$ cat config.mk
export PLATFORM = sky130hd
export DESIGN_NAME = bp_me_dram_dma_stage
export DESIGN_NICKNAME = d
export VERILOG_FILES = /design/src/rtl/bp_me_pkg.sv /design/src/rtl/bp_me_dram_hash_decode.sv /design/src/rtl/bp_me_dram_dma_stage.sv
export SDC_FILE = /design/constraint.sdc
export NUM_CORES = 1
export LEC_CHECK = 0
export ABC_AREA = 1
export CAP_MARGIN = 20
export CORE_AREA = 2 2 135 137
export CTS_BUF_LIST = sky130_fd_sc_hd__clkbuf_4 sky130_fd_sc_hd__clkbuf_8
export DETAILED_ROUTE_END_ITERATION = 12
export DIE_AREA = 0 0 137 139
export PLACE_DENSITY = 0.54
export SLEW_MARGIN = 20
export SYNTH_ARGS = -nofsm -noshare
export SYNTH_HDL_FRONTEND = slang
export SYNTH_HIERARCHICAL = 1
export SYNTH_SLANG_ARGS = --single-unit
$ cat constraint.sdc
create_clock -name clk_i -period 3.47 [get_ports clk_i]
set_input_delay 0.694 -clock clk_i [delete_from_list [all_inputs] [get_ports clk_i]]
set_output_delay 0.694 -clock clk_i [all_outputs]
set_load 0.01 [all_outputs]
$ cat src/rtl/bp_me_pkg.sv
// Shared types for the DRAM DMA stage: FSM state encoding and counter sizing.
package bp_me_pkg;

  typedef enum logic [1:0] {
    e_idle  = 2'd0,
    e_cmd   = 2'd1,
    e_wdata = 2'd2,
    e_rdata = 2'd3
  } dma_state_e;

  // A single-beat block still needs a 1-bit counter so the register is never zero-width.
  function automatic int unsigned beat_cnt_width(input int unsigned beats);
    return (beats <= 1) ? 1 : $clog2(beats);
  endfunction

endpackage

$ cat src/rtl/bp_me_dram_hash_decode.sv
// Un-swizzles an L2-hashed address [tag][bank][slice][cce][set][block]
// into DRAM order [tag][set][bank][slice][cce][block].
module bp_me_dram_hash_decode #(
  parameter int unsigned daddr_width_p    = 40,
  parameter int unsigned l2_block_width_p = 512,
  parameter int unsigned num_cce_p        = 1,
  parameter int unsigned l2_slices_p      = 1,
  parameter int unsigned l2_banks_p       = 1,
  parameter int unsigned l2_sets_p        = 64
) (
  input  logic [daddr_width_p-1:0] daddr_i,
  output logic [daddr_width_p-1:0] daddr_o
);

  localparam int unsigned block_w_lp = $clog2(l2_block_width_p / 8);
  localparam int unsigned set_w_lp   = $clog2(l2_sets_p);
  localparam int unsigned cce_w_lp   = $clog2(num_cce_p);
  localparam int unsigned slice_w_lp = $clog2(l2_slices_p);
  localparam int unsigned bank_w_lp  = $clog2(l2_banks_p);

  // Shift/mask extraction so that fields with a count of 1 collapse to nothing.
  function automatic logic [daddr_width_p-1:0] low_bits(input logic [daddr_width_p-1:0] v,
                                                         input int unsigned w);
    logic [daddr_width_p-1:0] mask;
    mask = '1;
    mask = mask >> (daddr_width_p - w);
    return v & mask;
  endfunction

  logic [daddr_width_p-1:0] rest, blk, set, cce, slice, bank, tag, out;

  always_comb begin
    blk   = low_bits(daddr_i, block_w_lp);
    rest  = daddr_i >> block_w_lp;
    set   = low_bits(rest, set_w_lp);
    rest  = rest >> set_w_lp;
    cce   = low_bits(rest, cce_w_lp);
    rest  = rest >> cce_w_lp;
    slice = low_bits(rest, slice_w_lp);
    rest  = rest >> slice_w_lp;
    bank  = low_bits(rest, bank_w_lp);
    tag   = rest >> bank_w_lp;

    out = tag;
    out = (out << set_w_lp)   | set;
    out = (out << bank_w_lp)  | bank;
    out = (out << slice_w_lp) | slice;
    out = (out << cce_w_lp)   | cce;
    out = (out << block_w_lp) | blk;
    daddr_o = out;
  end

endmodule

$ cat src/rtl/bp_me_dram_dma_stage.sv
// Single-outstanding DMA-to-DRAM bridge: one command, then one block of
// write or read beats passed straight through.
module bp_me_dram_dma_stage
  import bp_me_pkg::*;
#(
  parameter int unsigned daddr_width_p    = 40,
  parameter int unsigned l2_block_width_p = 512,
  parameter int unsigned num_cce_p        = 1,
  parameter int unsigned l2_slices_p      = 1,
  parameter int unsigned l2_banks_p       = 1,
  parameter int unsigned l2_sets_p        = 64,
  parameter int unsigned dma_data_width_p = 64
) (
  input  logic                        clk_i,
  input  logic                        reset_i,
  input  logic [daddr_width_p:0]      dma_pkt_i,
  input  logic                        dma_pkt_v_i,
  output logic                        dma_pkt_ready_and_o,
  input  logic [dma_data_width_p-1:0] dma_data_i,
  input  logic                        dma_data_v_i,
  output logic                        dma_data_ready_and_o,
  output logic [dma_data_width_p-1:0] dma_data_o,
  output logic                        dma_data_v_o,
  input  logic                        dma_data_ready_and_i,
  output logic [daddr_width_p-1:0]    dram_cmd_addr_o,
  output logic                        dram_cmd_we_o,
  output logic                        dram_cmd_v_o,
  input  logic                        dram_cmd_ready_and_i,
  output logic [dma_data_width_p-1:0] dram_wdata_o,
  output logic                        dram_wdata_v_o,
  input  logic                        dram_wdata_ready_and_i,
  input  logic [dma_data_width_p-1:0] dram_rdata_i,
  input  logic                        dram_rdata_v_i,
  output logic                        dram_rdata_ready_and_o
);

  localparam int unsigned beats_lp        = l2_block_width_p / dma_data_width_p;
  localparam int unsigned block_offset_lp = $clog2(l2_block_width_p / 8);
  localparam int unsigned cnt_w_lp        = beat_cnt_width(beats_lp);
  localparam logic [cnt_w_lp-1:0] last_cnt_lp = cnt_w_lp'(beats_lp - 1);

  dma_state_e state_q, state_d;
  logic [cnt_w_lp-1:0]      cnt_q, cnt_d;
  logic [daddr_width_p-1:0] addr_q, addr_d;
  logic                     we_q, we_d;
  logic [daddr_width_p-1:0] dec_addr, aligned_addr;
  logic                     beat_hs;

  bp_me_dram_hash_decode #(
    .daddr_width_p   (daddr_width_p),
    .l2_block_width_p(l2_block_width_p),
    .num_cce_p       (num_cce_p),
    .l2_slices_p     (l2_slices_p),
    .l2_banks_p      (l2_banks_p),
    .l2_sets_p       (l2_sets_p)
  ) u_decode (
    .daddr_i(dma_pkt_i[daddr_width_p-1:0]),
    .daddr_o(dec_addr)
  );

  assign aligned_addr = (dec_addr >> block_offset_lp) << block_offset_lp;

  always_ff @(posedge clk_i or posedge reset_i) begin
    if (reset_i) begin
      state_q <= e_idle;
      cnt_q   <= '0;
      addr_q  <= '0;
      we_q    <= 1'b0;
    end else begin
      state_q <= state_d;
      cnt_q   <= cnt_d;
      addr_q  <= addr_d;
      we_q    <= we_d;
    end
  end

  assign dram_cmd_addr_o = addr_q;
  assign dram_cmd_we_o   = we_q;

  always_comb begin
    state_d                = state_q;
    cnt_d                  = cnt_q;
    addr_d                 = addr_q;
    we_d                   = we_q;
    beat_hs                = 1'b0;
    dma_pkt_ready_and_o    = 1'b0;
    dram_cmd_v_o           = 1'b0;
    dram_wdata_v_o         = 1'b0;
    dma_data_ready_and_o   = 1'b0;
    dma_data_v_o           = 1'b0;
    dram_rdata_ready_and_o = 1'b0;
    dram_wdata_o           = dma_data_i;
    dma_data_o             = dram_rdata_i;

    unique case (state_q)
      e_idle: begin
        // Ready is gated by reset so nothing is offered while reset is held.
        dma_pkt_ready_and_o = ~reset_i;
        if (dma_pkt_v_i && !reset_i) begin
          addr_d  = aligned_addr;
          we_d    = dma_pkt_i[daddr_width_p];
          cnt_d   = '0;
          state_d = e_cmd;
        end
      end
      e_cmd: begin
        dram_cmd_v_o = 1'b1;
        if (dram_cmd_ready_and_i) state_d = we_q ? e_wdata : e_rdata;
      end
      e_wdata: begin
        dram_wdata_v_o       = dma_data_v_i;
        dma_data_ready_and_o = dram_wdata_ready_and_i;
        beat_hs              = dma_data_v_i & dram_wdata_ready_and_i;
      end
      e_rdata: begin
        dma_data_v_o           = dram_rdata_v_i;
        dram_rdata_ready_and_o = dma_data_ready_and_i;
        beat_hs                = dram_rdata_v_i & dma_data_ready_and_i;
      end
      default: state_d = e_idle;
    endcase

    if (beat_hs) begin
      if (cnt_q == last_cnt_lp) begin
        cnt_d   = '0;
        state_d = e_idle;
      end else begin
        cnt_d = cnt_q + 1'b1;
      end
    end
  end

endmodule

# --- After elaboration in Yosys (flattened, before gate mapping) ---
# Index checks and enable logic that the tools add are counted.
totals:
  regBits: 40
  input_bits: 177
  out_inout_bits: 175
  word_cells: 38
classes:
  n_addsub: 1
  n_eq_ne: 4
  mux: 17
  bitwise: 5
  reduce_logical: 7
op_table:
  columns: ["cell", "count"]
  rows:
  - ["OR 40 x 6 -> 40 bit", 1]
  - ["OR 34 x 6 -> 34 bit", 1]
  - ["two-way mux 3 bit", 4]
  - ["two-way mux 2 bit", 4]
  - ["two-way mux 1 bit", 7]
  - ["== test 2 bit (second input constant)", 2]
  - ["one-hot mux 2 bit (2 select lines)", 1]
  - ["AND reduction 2 bit", 2]
  - ["nonzero test 2 bit", 2]
  - ["adder 3 x 1 -> 3 bit (second input constant)", 1]
  - ["== test 3 bit (second input constant)", 1]
  - ["AND 1 bit", 2]
  - ["== test 2 x 1 -> 1 bit (second input constant)", 1]
  - ["logical NOT 2 bit", 1]
  - ["one-hot mux 1 bit (2 select lines)", 1]
  - ["logical AND 1 bit", 1]
  - ["logical NOT 1 bit", 1]
  - ["NOT 1 bit", 1]

# --- Logic depth before layout (Yosys ltp) ---
# Gate-level depths: netlist of run 1.
logic_depth:
  depth_word: 6
  ltp_mapped: 8
  depth_no_buf: 7

# --- Modules after synthesis ---
# Netlist of run 1, hierarchy kept.
by_module_without_submodules:
  columns: ["module", "instances", "cells_each", "area_per_inst_um2", "seq_area_each_um2"]
  rows:
  - ["bp_me_dram_dma_stage", 1, 335, 2854.0, 1001.0]
  - ["bp_me_dram_hash_decode", 1, 40, 300.3, 0.0]

# --- Least setup slack after synthesis of run 1 ---
# No wires, ideal clock.
synth_path:
  path_type: "input -> register"
  from: "input reset_i"
  to: "register cnt_q[0]"
  setup_ps: 117
  arrival_time_ps: 2159
  t_required_ps: 3353
  setup_slack_ps: 1193
  stages: 6
  path_buffers: 2
  path_cell_list: "inv_1 nand3_2 buf_6 buf_6 nand3_1 nand2_1"
synth_between:
  elab_chain_len: 4
synth_lines:
  columns: ["item", "line_no", "source"]
  rows:
  - ["start: declaration", "bp_me_dram_dma_stage.sv:15", "input logic reset_i,"]
  - ["logical NOT 1 bit", "bp_me_dram_dma_stage.sv:99", "if (dma_pkt_v_i && !reset_i) begin"]
  - ["logical AND 1 bit", "bp_me_dram_dma_stage.sv:99", null]
  - ["nonzero test 2 bit (no source line)", null, null]
  - ["AND reduction 2 bit (no source line)", null, null]
  - ["end signal: assignment", "bp_me_dram_dma_stage.sv:71", "cnt_q <= cnt_d;"]
  - ["end: declaration", "bp_me_dram_dma_stage.sv:43", "logic [cnt_w_lp-1:0] cnt_q, cnt_d;"]
# Every way passes these cells.
# A chain may end at the register's enable or synchronous reset.

# --- Final worst setup path of run 1 ---
layout_path:
  from: "input dram_wdata_ready_and_i"
  to: "output dma_data_ready_and_o"
layout_between:
  elab_chain_len: 1
layout_lines:
  columns: ["item", "line_no", "source"]
  rows:
  - ["start: declaration", "bp_me_dram_dma_stage.sv:31", "input logic dram_wdata_ready_and_i,"]
  - ["two-way mux 1 bit", "bp_me_dram_dma_stage.sv:95", "unique case (state_q)"]
  - ["end: declaration", "bp_me_dram_dma_stage.sv:21", "output logic dma_data_ready_and_o,"]
# Every way passes these cells.

==> run summary, run 1 <==
Final Instance Count excl. Fillers - 519
Buffers on Ports - 83
total grt overflow - 0
area of the mapped netlist - 3110 µm²
clk_skew - 0.00967 ns
drt first-iter violations - 32
MaxCap Viol Count - 0
min-delay src - dram_cmd_addr_o[32]
synth warn - 6
first-pass GRT wire length - 10.2 mm
outcome - finished, final reports clean
Final setup viols - 0
cts hold-fix bufs - 0
Slew Limit Fails - 0
drt total wl - 6.83 mm
leakage power - 0.00142 µW
final net count - 468
cell area power density - 699 nW/µm²
Worst Path Max Fanout - 3
total core area - 17700 µm²
worst slew pin tran - 0.579 ns
area grow syn2layout - -2.33%
worst path arrival time - 1.91 ns
die extent in x - 137 µm
total CTS buffers - 5
WHS Path Cells - 2
design area - 3040 µm²
Hold EP - dram_cmd_addr_o[32]
final setup TNS - 0 ns
CTS Buffer Depth - 2
routed via count - 1750
synthesized instance count - 369
Placed Cells incl. Taps - 511
clock slew at reported path FFs - 0.08 ns
Slew headroom - 61.4%
r2r endpoint - state_q[0]
GPL Wtd Cong - 0.660
CTS Sinks - 40
All-Layer GR Usage - 7.27%
Final Cycle Share - 74.9%
hpwl dp - 5.16 mm
RR Startpoint - state_q[1]
CTS tree - done
utilization after layout - 17.2%
final hold violation count - 0
antenna violations before repair - 0
Area after DPL - 2930 µm²
I/O pin count - 352
R2R setup slack - 2.18 ns
vias per cell - 3.37
Die Y - 139 µm
pre-CTS WS - 0.881 ns
critical setup path kind - input pin to output port
total die area - 19000 µm²
Antenna Nets Post-Route - 0
First-pass DRT Iterations - 4
# Post-CTS Setup Buffers - 0
CP Launch Type - input pin
Initial Utilization - 17.6%
vias in the first global route - 1772
wire per inst - 13.2 µm
share of cells above drive strength 1 - 13.8%
post_cts resized - 0
drc violations - 0
Final Critical Period - 2.60 ns
cell count of the worst reg-to-reg path - 6
CP Capture Type - output port
Ant. Diodes - 0
H-tree Lvls - 2
worst hold path class - register to register
cell row count - 49
fmax - 385 MHz
root buf cell - clkbuf_8
RSZ-0062 raised after global routing - no
Worst-Skew Late Latency - 0.31 ns
Mean Syn Cell Area - 8.43 µm²
maximum VDD drop - 0.243 mV
Worst Path Required - 2.78 ns
largest net degree at the start of global routing - 75
final setup margin - 0.870 ns
[critical path: stages]
cell and delay (ns):
clkdlybuf4s50_1 0.51, inv_1 0.05, nor2_1 0.10, clkdlybuf4s50_1 0.54
[area by class of cell]
class,count,area [µm²]
clock buffer,6,76.3
clock inverter,2,35.0
fill,1979,14600
inverter,44,165
multi-input combinational,113,614
sequential,40,1000
tap,229,287
timing repair buffer,85,858
[worst max-delay path by stage]
stage	start	end	slack (ns)	depth (start not counted)
6_report	dram_wdata_ready_and_i	dma_data_ready_and_o	0.87	4
5_1_grt	dma_data_v_i	dram_wdata_v_o	0.84	4
4_1_cts	dram_rdata_v_i	dma_data_v_o	0.88	4
3_5_place_dp	dram_rdata_v_i	dma_data_v_o	0.88	4
3_3_place_gp	dram_wdata_ready_and_i	dma_data_ready_and_o	0.89	4
2_1_floorplan	reset_i	cnt_q[0]	1.19	6
[sequential cells by signal, indices dropped and copies added, names as in the netlist]
signal	count
cnt_q	3
dram_cmd_addr_o	34
dram_cmd_we_o	1
state_q	2
[cell usage in the layout, fill, tap and decap left out, types with 2 or more instances in the layout]
cell type	n
clkdlybuf4s50_1	83
nand2_1	51
inv_1	43
dfrtp_1	40
o21ai_2	27
nor2_1	9
o21ai_0	9
conb_1	6
clkbuf_8	5
nand3_1	3
a21oi_1	2
ha_1	2
[routing by layer]
metal,vias to the layer above,global-route usage (%),share of wire (%)
met5,-,0,0
met4,0,6.67,8.9
met3,66,5.45,16
met2,139,10.7,44
met1,773,6.31,31
li1,772,-,-
[report_power, final]
group	leakage (µW)	switching, µW	internal, µW	total [µW]
combinational	0.000860	395	519	914
clock	0.0000586	186	222	407
sequential	0.000504	131	671	802
total	0.00142	711	1410	2120
[stage by stage]
stage                     total power, µW  hold slack (ns)
after floorplan                      1380            0.473
after global placement               1710            0.462
after detailed placement             1740            0.469
after CTS                            2180            0.492
after global routing                 2300            0.514
final                                2120            0.486
Note: power is estimated with default switching activity, not from simulation.
==> inputs of run 2 (changes only) <==
CORE_AREA = 2 2 136 138   (was 2 2 135 137)
DIE_AREA = 0 0 138 140   (was 0 0 137 139)
clock period = 2.5 ns   (was 3.47 ns; I/O delays follow)
==> run summary, run 2 (synthesis gave the netlist of run 1 again) <==
worst hold path class - register to register
drt first-iter violations - 48 (+50%)
clk_skew - 0.00520 ns (-0.00447 ns)
H-tree Lvls - 2 (unchanged)
most frequent cells in the layout - clkdlybuf4s50_1 (83), nand2_1 (51), inv_1 (43), dfrtp_1 (40), o21ai_2 (27)
RR Startpoint - state_q[1]
MaxCap Viol Count - 0 (unchanged)
Slew Limit Fails - 0 (unchanged)
worst slew pin tran - 0.569 ns (-0.0100 ns)
fmax - 442 MHz
vias in the first global route - 1915 (+8.1%)
WHS Path Cells - 2 (unchanged)
first-pass GRT wire length - 10.7 mm (+4.8%)
First-pass DRT Iterations - 4 (unchanged)
pre-CTS WS - 0.223 ns (-0.658 ns)
antenna violations before repair - 0 (unchanged)
RSZ-0062 raised after global routing - no
Logic pwr share - 44.3% (+1.2 points)
hpwl dp - 5.46 mm (+5.7%)
CTS Buffer Depth - 2 (unchanged)
vias per cell - 3.32 (-1.5%)
Worst Path Required - 2.00 ns (-0.78 ns)
Hold EP - dram_cmd_addr_o[6]
Slew headroom - 62.1% (+0.67 points)
final hold violation count - 0 (unchanged)
worst path arrival time - 1.76 ns (-0.15 ns)
CP dominant cell by count - clkdlybuf4s50_1
Ant. Diodes - 0 (unchanged)
die extent in x - 138 µm (+0.73%)
Layout fillers - 2003 (+1.2%)
cell row count - 49 (unchanged)
total core area - 17800 µm² (+0.69%)
Initial Utilization - 17.5% (-0.12 points)
maximum VDD drop - 0.294 mV (+21%)
share of cells above drive strength 1 - 14.1% (+0.30 points)
Worst-Skew Late Latency - 0.31 ns (about the same)
cell area power density - 944 nW/µm² (+35%)
Final setup viols - 0 (unchanged)
Final Cycle Share - 90.5%
r2r endpoint - dram_cmd_addr_o[8]
part of the power in the clock network - 16.8% (-2.4 points)
Final Critical Period - 2.26 ns
drt total wl - 6.90 mm (+0.97%)
cell count of the worst reg-to-reg path - 5 (-1)
min-delay src - dram_cmd_addr_o[6]
Final Instance Count excl. Fillers - 520 (+0.19%)
outcome - finished, final reports clean
root buf cell - clkbuf_8
Placed Cells incl. Taps - 512 (+0.20%)
R2R setup slack - 1.17 ns (-1.01 ns)
total grt overflow - 0 (unchanged)
Final Total Pwr - 2850 µW (+34%)
post_cts resized - 0 (unchanged)
CTS Sinks - 40 (unchanged)
CTS tree - done
I/O pin count - 352 (unchanged)
design area - 3010 µm² (-0.78%)
CP Capture Type - output port
final net count - 469 (+0.21%)
# Post-CTS Setup Buffers - 0 (unchanged)
total CTS buffers - 5 (unchanged)
cts hold-fix bufs - 0 (unchanged)
GPL Wtd Cong - 0.708 (+7.3%)
total die area - 19300 µm² (+1.5%)
worst path cell trace - clkdlybuf4s50_1 -> nor3_1 -> clkdlybuf4s50_1
Largest register FFs - 34 (unchanged)
Area after DPL - 2920 µm² (-0.17%)
critical setup path kind - input pin to output port
clock slew at reported path FFs - 0.08 ns (about the same)
Die Y - 140 µm (+0.72%)
drc violations - 0 (unchanged)
final setup margin - 0.238 ns (-0.633 ns)
CP Launch Type - input pin
wire per inst - 13.3 µm (+0.77%)
Sequential Power Share - 38.9% (+1.1 points)
All-Layer GR Usage - 7.29% (+0.016 points)
Antenna Nets Post-Route - 0 (unchanged)
sw frac - 34.2% (+0.75 points)
crit-path max cell delay - 0.59 ns (+0.05 ns)
Slowest cell on crit path - clkdlybuf4s50_1
routed via count - 1727 (-1.3%)
final setup TNS - 0 ns (unchanged)
Worst Path Max Fanout - 2 (-1)
most common cell after layout, fill and taps aside - clkdlybuf4s50_1
leakage power - 0.00141 µW (-0.70%)
Psw - 975 µW (+37%)
largest net degree at the start of global routing - 41 (-45%)
area grow syn2layout - -3.10%
Buffers on Ports - 83 (unchanged)
Internal Pwr Total - 1870 µW (+33%)
==> run 2: layer usage <==
metal,part of all wire [%],GRT usage (%),vias up
li1,-,-,771
met1,31,6.12,741
met2,46,11.4,150
met3,16,5.33,65
met4,7.9,6.50,0
met5,0,0,-
==> run 2: how the worst max path moves through the flow <==
stage / startpoint / end / slack, ns
floorplan: reset_i / cnt_q[0] / 0.42
finish: reset_i / dma_pkt_ready_and_o / 0.24
CTS: reset_i / dma_pkt_ready_and_o / 0.22
global placement: reset_i / dma_pkt_ready_and_o / 0.24
global route: reset_i / dma_pkt_ready_and_o / 0.16
detailed placement: reset_i / dma_pkt_ready_and_o / 0.22
==> run 2: critical path, delay by kind of cell <==
family / cells / cell delay, ns
and+or+nand+nor: 1 / 0.23
buffers and inverters: 2 / 1.03
==> run 2: layout make-up <==
type                       instances  area, µm²  area share [%]
clock inverter                     2       10.0           0.332
clock buffer                       6       82.6            2.74
sequential                        40       1000            33.2
inverter                          44        165            5.48
tap                              229        287            9.51
timing repair buffer              86        853            28.3
multi-input combinational        113        614            20.4
==> run 2: power groups by stage <==
| stage | Sequential, µW | Clock (µW) | Combinational [µW] |
|---|---|---|---|
| 6_report | 1110 | 479 | 1260 |
| 5_1_grt | 1150 | 551 | 1380 |
| 4_1_cts | 1110 | 531 | 1280 |
| 3_5_place_dp | 1130 | 0 | 1280 |
| 3_3_place_gp | 1110 | 0 | 1250 |
| 2_1_floorplan | 1220 | 0 | 706 |
==> run 2: through the flow <==
step                      util, %  hold WS, ns
after floorplan                 -        0.473
after global placement       16.4        0.463
after detailed placement     16.4        0.468
after CTS                    16.9        0.491
after global routing         16.9        0.515
final                        16.9        0.484
==> inputs of run 3 (changes only) <==
PLACE_DENSITY = 0.63   (was 0.54)
==> run summary, run 3 (synthesis gave the netlist of run 1 again) <==
Largest register FFs - 34 (unchanged)
antenna violations before repair - 0 (unchanged)
H-tree Lvls - 2 (unchanged)
routed via count - 1680 (-2.7%)
Worst-Skew Late Latency - 0.31 ns (about the same)
MaxCap Viol Count - 0 (unchanged)
outcome - finished, final reports clean
vias in the first global route - 1603 (-16%)
total CTS buffers - 5 (unchanged)
I/O pin count - 352 (unchanged)
Final Critical Period - 2.19 ns (-0.0747 ns)
All-Layer GR Usage - 7.24% (-0.046 points)
post_cts resized - 0 (unchanged)
die extent in x - 138 µm (unchanged)
worst path arrival time - 1.69 ns (-0.07 ns)
share of cells above drive strength 1 - 13.8% (-0.30 points)
crit-path max cell delay - 0.55 ns (-0.04 ns)
Layout fillers - 2012 (+0.45%)
wire per inst - 13.8 µm (+3.7%)
CP Capture Type - output port
total core area - 17800 µm² (unchanged)
first-pass GRT wire length - 10.2 mm (-4.6%)
First-pass DRT Iterations - 3 (-1)
pre-CTS WS - 0.312 ns (+0.0885 ns)
area of the multi-input gates - 614 µm² (unchanged)
worst hold path class - register to register
crit-path leading delay family - buffers and inverters
GPL Wtd Cong - 0.628 (-11%)
Top Layer Used - met4
cts hold-fix bufs - 0 (unchanged)
Buffers on Ports - 83 (unchanged)
Antenna Nets Post-Route - 0 (unchanged)
Reg area - 1000 µm² (unchanged)
Worst Path Required - 2.00 ns (about the same)
Slew headroom - 62.6% (+0.48 points)
drt first-iter violations - 78 (+63%)
met1 wire length - 2.19 mm (+3.7%)
clk_skew - 0.00916 ns (+0.00395 ns)
drc violations - 0 (unchanged)
largest net degree at the start of global routing - 59 (+44%)
final net count - 468 (-0.21%)
final setup margin - 0.313 ns (+0.0747 ns)
Ant. Diodes - 0 (unchanged)
CTS Sinks - 40 (unchanged)
Initial Utilization - 17.5% (unchanged)
CP Launch Type - input pin
most frequent cells in the layout - clkdlybuf4s50_1 (83), nand2_1 (51), inv_1 (43), dfrtp_1 (40), o21ai_2 (27)
WL met3 - 1.52 mm (+41%)
fmax - 457 MHz (+3.4%)
WHS - 0.483 ns (-0.00116 ns)
Slowest cell on crit path - clkdlybuf4s50_1
most common cell after layout, fill and taps aside - clkdlybuf4s50_1
RSZ-0062 raised after global routing - no
final setup TNS - 0 ns (unchanged)
Worst Path Max Fanout - 3 (+1)
CTS tree - done
CTS Buffer Depth - 2 (unchanged)
Crit path buffers/inverters - 3 (+1)
cell row count - 49 (unchanged)
met2 wire length - 2.81 mm (-11%)
clock slew at reported path FFs - 0.08 ns (about the same)
hpwl dp - 5.56 mm (+1.9%)
worst slew pin tran - 0.562 ns (-0.00724 ns)
cell area power density - 971 nW/µm² (+2.8%)
Slew Limit Fails - 0 (unchanged)
Final Cycle Share - 87.5% (-3.0 points)
maximum VDD drop - 0.358 mV (+21%)
# Post-CTS Setup Buffers - 0 (unchanged)
Die Y - 140 µm (unchanged)
root buf cell - clkbuf_8
CP dominant cell by count - clkdlybuf4s50_1
worst path cell trace - clkdlybuf4s50_1 -> inv_1 -> nor2_1 -> clkdlybuf4s50_1
drt total wl - 7.14 mm (+3.5%)
critical setup path kind - input pin to output port
total die area - 19300 µm² (unchanged)
final hold violation count - 0 (unchanged)
area grow syn2layout - -1.85%
total grt overflow - 0 (unchanged)
vias per cell - 3.24 (-2.5%)
leakage power - 0.00143 µW (+1.1%)
Final setup viols - 0 (unchanged)
run 3: changes by cell type in the layout (fill, tap and decap cells not counted):
| cell | delta |
|---|---|
| buf_4 | -2 |
| clkinv_2 | -2 |
| buf_12 | +1 |
| bufinv_16 | +1 |
| clkbuf_8 | +1 |
run 3: routing by layer:
metal  vias to the layer above  global-route usage, %
li1                        769                      -
met1                       679                   6.18
met2                       163                   9.22
met3                        69                   7.69
met4                         0                   6.66
met5                         -                  0.251
run 3: area by class of cell:
cell class	instances	share of cell area, %
repair buffers	85	28.1
clock buffers	7	3.16
well taps	229	9.39
multi-input cells	113	20.1
flip-flops and latches	40	32.8
clock inverters	1	0.984
inverters	44	5.41
run 3: report_power, final:
part,switching (µW),total [µW],internal (µW),leakage [µW]
Sequential,168,1100,931,0.000504
Clock,256,609,353,0.0000645
Combinational,536,1260,720,0.000860
Total,960,2960,2000,0.00143
run 3: worst register-to-register path, cell delays in order, from the launching register on:
cell and delay, ns:
dfrtp_1 0.47, nor2_2 0.16, nand3_4 0.24, buf_12 0.28, nand2_1 0.19, o21ai_2 0.05
run 3: worst paths after layout:
kind                       slack (ns)  depth (start not counted)                   start                   end
setup / recovery                 0.31                          4  dram_wdata_ready_and_i  dma_data_ready_and_o
hold / removal                   0.48                          2     dram_cmd_addr_o[39]   dram_cmd_addr_o[39]
setup reg to reg                 1.00                          5              state_q[1]   dram_cmd_addr_o[35]
hold reg to reg                  0.48                          2     dram_cmd_addr_o[39]   dram_cmd_addr_o[39]
max in group asynchronous        1.39                          3                 reset_i   dram_cmd_addr_o[35]
min in group asynchronous        0.71                          3                 reset_i            state_q[0]
run 3: metrics by stage:
| stage | instances | power [µW] | util (%) | instance area, µm² |
|---|---|---|---|---|
| floorplan | 374 | 1920 | - | 3130 |
| global placement | 511 | 2370 | 16.5 | 2930 |
| detailed placement | 511 | 2390 | 16.5 | 2930 |
| CTS | 519 | 3040 | 17.2 | 3050 |
| global route | 519 | 3190 | 17.2 | 3050 |
| finish | 519 | 2960 | 17.2 | 3050 |
